### src/rtl/bit_serial_pkg.sv
// Shared types and defaults for the bit-serial adder.
package bit_serial_pkg;

    localparam int DEFAULT_WIDTH = 8;

    typedef enum logic [1:0] {
        IDLE = 2'd0,
        RUN  = 2'd1,
        DONE = 2'd2
    } state_t;

endpackage

### src/rtl/fa_dec_cell.sv
// Combinational 1-bit full adder: 3-to-8 decoder with OR-ed minterms.
module fa_dec_cell (
    input  logic a,
    input  logic b,
    input  logic ci,
    output logic s,
    output logic co
);

    logic [7:0] m;

    // Minterm index is {a, b, ci}.
    assign m  = 8'b1 << {a, b, ci};
    assign s  = m[1] | m[2] | m[4] | m[7];
    assign co = m[3] | m[5] | m[6] | m[7];

endmodule

### src/rtl/bit_serial_adder.sv
// Bit-serial adder: one bit per clock LSB first, valid/ready on both sides.
module bit_serial_adder
    import bit_serial_pkg::*;
#(
    parameter int WIDTH = DEFAULT_WIDTH
) (
    input  logic             clk,
    input  logic             rst_n,
    input  logic             in_valid,
    output logic             in_ready,
    input  logic [WIDTH-1:0] a,
    input  logic [WIDTH-1:0] b,
    input  logic             cin,
    output logic             out_valid,
    input  logic             out_ready,
    output logic [WIDTH-1:0] sum,
    output logic             cout,
    output logic             busy
);

    localparam int            CW   = $clog2(WIDTH);
    localparam logic [CW-1:0] LAST = CW'(WIDTH - 1);

    state_t           state;
    logic [WIDTH-1:0] a_sh, b_sh, sum_sh;
    logic [CW-1:0]    cnt;
    logic             carry, cout_r, out_valid_r, busy_r, init_done;
    logic             fa_s, fa_c, accept;

    // init_done keeps in_ready low during reset and until the first edge after release.
    assign in_ready = init_done && (state == IDLE || (state == DONE && out_ready));
    assign accept   = in_valid && in_ready;

    assign sum       = sum_sh;
    assign cout      = cout_r;
    assign out_valid = out_valid_r;
    assign busy      = busy_r;

    fa_dec_cell u_fa (
        .a  (a_sh[0]),
        .b  (b_sh[0]),
        .ci (carry),
        .s  (fa_s),
        .co (fa_c)
    );

    always_ff @(posedge clk or negedge rst_n) begin
        if (!rst_n) begin
            state       <= IDLE;
            a_sh        <= '0;
            b_sh        <= '0;
            sum_sh      <= '0;
            cnt         <= '0;
            carry       <= 1'b0;
            cout_r      <= 1'b0;
            out_valid_r <= 1'b0;
            busy_r      <= 1'b0;
            init_done   <= 1'b0;
        end else begin
            init_done <= 1'b1;
            if (accept) begin
                // accept only occurs in IDLE or DONE, covering the back-to-back case
                a_sh        <= a;
                b_sh        <= b;
                carry       <= cin;
                cnt         <= '0;
                state       <= RUN;
                busy_r      <= 1'b1;
                out_valid_r <= 1'b0;
            end else begin
                case (state)
                    RUN: begin
                        sum_sh <= {fa_s, sum_sh[WIDTH-1:1]};
                        a_sh   <= {1'b0, a_sh[WIDTH-1:1]};
                        b_sh   <= {1'b0, b_sh[WIDTH-1:1]};
                        carry  <= fa_c;
                        if (cnt == LAST) begin
                            state       <= DONE;
                            cout_r      <= fa_c;
                            out_valid_r <= 1'b1;
                            busy_r      <= 1'b0;
                        end else begin
                            cnt <= cnt + CW'(1);
                        end
                    end
                    DONE: begin
                        if (out_ready) begin
                            state       <= IDLE;
                            out_valid_r <= 1'b0;
                        end
                    end
                    IDLE: ;
                    default: state <= IDLE;
                endcase
            end
        end
    end

endmodule

### config.mk
export PLATFORM = sky130hd
export DESIGN_NAME = bit_serial_adder
export DESIGN_NICKNAME = d
export VERILOG_FILES = /design/src/rtl/bit_serial_pkg.sv /design/src/rtl/fa_dec_cell.sv /design/src/rtl/bit_serial_adder.sv
export SDC_FILE = /design/constraint.sdc
export NUM_CORES = 1
export LEC_CHECK = 0
export CORE_MARGIN = 5
export CORE_UTILIZATION = 49
export DETAILED_ROUTE_END_ITERATION = 16
export PLACE_DENSITY_LB_ADDON = 0.3
export SLEW_MARGIN = 15
export SYNTH_ARGS = -nofsm -noshare
export SYNTH_HDL_FRONTEND = slang
export SYNTH_SLANG_ARGS = --single-unit
### constraint.sdc
create_clock -name clk -period 1.75 [get_ports clk]
set_clock_uncertainty 0.1 [all_clocks]
set_input_delay 0.525 -clock clk [delete_from_list [all_inputs] [get_ports clk]]
set_output_delay 0.525 -clock clk [all_outputs]
set_load 0.03 [all_outputs]
==> out/results.tsv <==
stage	metric	value	unit
synth	share of the synthesized area in the top cell type	57.58	%
global_route	largest net degree at the start of global routing	35	
synth	register area share after synthesis	57.58	%
routing	drt drc	0	
floorplanning	row count	20	
power_and_ir_drop	PD cells	1616	nW/µm²
clock_network	Clock Root Buffer	clkbuf_4	
critical_path	Slowest cell on crit path	dfrtp_2	
clock_network	Max H-tree Level	2	
layout	area grow syn2layout	29.64	%
place	RePlAce Congestion	0.7570	
clock_network	CTS Buf Count	5	
synth	Syn Area/Cell	11.19	µm²
power_and_ir_drop	Power Total	3.095	mW
power_and_ir_drop	Lkg Pwr	0.9262	nW
synth	Top FF cell, synth	dfrtp_1	
routing	DRT Pass-1 Iters	4	
global_route	first-pass GRT wire length	5416	µm
routing	WL/cell	15.15	µm
clock_network	CTS tree	done	
layout	ANT cells	0	
critical_path	CP cell instances	nor2b_4 > and2_4 > buf_6	
sta	Final WS setup	-56.78	ps
floorplanning	io pins	33	
clock_network	clock tree sinks	34	
run_status	failing checks	setup timing	
critical_path	FF-to-FF setup slack	80	ps
power_and_ir_drop	power share of the clock group	14.6	%
routing	initial drt markers	87	
routing	post-route ant nets	0	
routing	vias after detailed routing	1149	
critical_path	Worst Setup End Kind	output pin	
synth	top post-synthesis cells by area	dfrtp_1 58%, a221o_1 10%, nand2_1 7.1%, and2_1 6.8%, o21ai_0 2.0%	
critical_path	CP Data Required Time	1120	ps
critical_path	critical path's largest stage delay	460	ps
clock_network	Max clock buf depth	2	
place	port buffer count	32	
sta	Final period util	103.2	%
synth	Yosys warnings	0	
synth	Synth Register Bits	34	
critical_path	Setup crit start kind	register	
floorplanning	die width	64.92	µm
critical_path	crit path kind	register to output pin	
place	post-placement cell area	1854	µm²
sta	Worst-Margin Slew	504.6	ps
critical_path	Arrival @ worst endpoint	1180	ps
place	DP HPWL	2165	µm
power_and_ir_drop	switching power total	1.217	mW
floorplanning	die height	64.92	µm
sta	Final TNS setup	-56.78	ps
job	# Max-Cap Violations	0	
clock_network	Clk Latency, worst-skew pair	330	ps
floorplanning	die area	4214	µm²
sta	minimum clock period	1807	ps
synth	Synth top cells by count	34 x dfrtp_1, 28 x nand2_1, 16 x and2_1, 15 x a221o_1, 6 x o21ai_0	
synth	count of cell types in the netlist	24	
min_path	Hold WC Path Type	register to register	
synth	Async SR Flop Fraction	100.0	%
synth	syn_nets	156	
sta	Slew Limit Fails	0	
floorplanning	total core area	2978	µm²
synth	cells after synthesis	132	
power_and_ir_drop	Sw Ratio	39.30	%
layout	Final Core Density	64.33	%
clock_network	Post-CTS Hold Fix Bufs	0	
sta	Hold Violations, Final	0	
sta	slew margin rel.	66.36	%
sta	final setup fails	1	
layout	number of nets in the layout	198	
power_and_ir_drop	Max VDD drop	0.0008022	V
floorplanning	initial core utilization	49.62	%
power_and_ir_drop	Seq pwr share	42.1	%
power_and_ir_drop	internal power	1.879	mW
layout	Finished Cell Area	1916	µm²
routing	DRT Wirelength	3151	µm
global_route	GRT overflow	0	
routing	via-per-instance ratio	5.524	
synth	Mapped Area	1478	µm²
global_route	vias in the first global route	1185	
sta	RSZ-0062 raised after global routing	yes	
power_and_ir_drop	combinational power share	43.3	%
synth	cell with the most instances after synthesis	dfrtp_1	
clock_network	Worst-path clk slew	100	ps
critical_path	CP Max Fanout	5	
synth	post-synth top area cell	dfrtp_1	
synth	Post-synth EDFFs	0	
layout	share of cells above drive strength 1	18.29	%
run_status	outcome	complete, but fails checks	
sta	FMAX	553.5	MHz
global_route	initial antenna violation count	0	
layout	fillcell total	249	
global_route	GRT Util Overall	17.04	%
-- area by class of cell --
type / count / area (µm²) / share of cell area [%]
Sequential cell: 34 / 853.3 / 44.55
Multi-Input combinational cell: 92 / 604.3 / 31.55
Timing Repair Buffer: 41 / 356.6 / 18.62
Clock buffer: 7 / 55.05 / 2.874
Tap cell: 33 / 41.29 / 2.155
Clock inverter: 1 / 5.005 / 0.2613
-- path summary, 6_finish.rpt --
check                      startpoint       end  cells past startpoint
hold / removal                 sum[0]    sum[0]                      2
setup / recovery             state[0]  in_ready                      3
hold reg to reg                sum[0]    sum[0]                      2
max in group asynchronous       rst_n  state[0]                      2
min in group asynchronous       rst_n    sum[4]                      2
setup reg to reg             state[0]   a_sh[4]                      4
-- stage by stage --
| stage | instances | hold slack, ps | setup WS [ps] |
|---|---|---|---|
| 6_report | 208 | 389.5 | -56.78 |
| 5_1_grt | 208 | 428.6 | -111.1 |
| 4_1_cts | 206 | 388.7 | -140.8 |
| 3_5_place_dp | 197 | 369.1 | -384.9 |
| 3_3_place_gp | 197 | 358.0 | -345.5 |
| 2_1_floorplan | 132 | 129.4 | 150.4 |
-- what timing repair did --
item	in CTS	in global routing
setup buffers	1	2
pin swaps	1	0
resized for setup	25	15
endpoints found under the setup margin	12	12
-- routing by layer --
metal	vias up	GRT usage, %	routed length, µm
met5	-	0	0
met4	0	7.124	43
met3	4	6.412	167
met2	28	27.33	1587
met1	565	20.47	1353
li1	552	-	-
-- state kept, by name, summed over array words and instances (netlist names) --
signal	cells
init_done	1
a_sh	8
state	2
cout	1
cnt	3
out_valid	1
carry	1
b_sh	8
busy	1
sum	8
-- power by group through the flow --
stage          Clock, mW  Combinational, mW  Sequential [mW]
5_1_grt            0.500               1.48             1.35
4_1_cts            0.463               1.35             1.31
2_1_floorplan          0              0.740             1.45
3_5_place_dp           0               1.38             1.32
6_report           0.451               1.34             1.30
3_3_place_gp           0               1.32             1.29
-- cell families after synthesis --
group,synth area share (%)
flip-flops,57.58
other,0.2538
adder cells (fa/ha/maj),3.048
buffers and inverters,2.710
multiplexers,0.7620
AO/OA/AOI/OAI,16.09
AND/OR/NAND/NOR,19.56
-- cells in the final DEF (no fill, tap or decap) --
master           count
a21o_1               1
a21oi_1              2
a221o_1             15
and2_1              15
and2_4               1
and3_4               1
buf_12               1
buf_4                8
buf_6                1
clkbuf_1             1
clkbuf_2             9
clkbuf_4             5
clkbuf_8             1
clkdlybuf4s15_1      3
clkdlybuf4s50_1     19
clkinv_2             1
conb_1               1
dfrtp_1             32
dfrtp_2              2
fa_1                 1
ha_1                 2
mux2_1               1
nand2_1             28
nand2b_1             2
nand2b_4             1
nand4_1              2
nor2_1               1
nor2b_1              3
nor2b_4              1
o21a_1               1
o21ai_0              6
o21ai_1              3
o2bb2ai_1            2
or2_1                1
or3_1                1
-- worst max-delay path, delay by kind of cell (launching register included) --
| kind | cells | cell delay [ps] |
|---|---|---|
| DFF | 1 | 460 |
| buffers and inverters | 1 | 120 |
| and+or+nand+nor | 2 | 280 |
(Power assumes the default switching activity.)
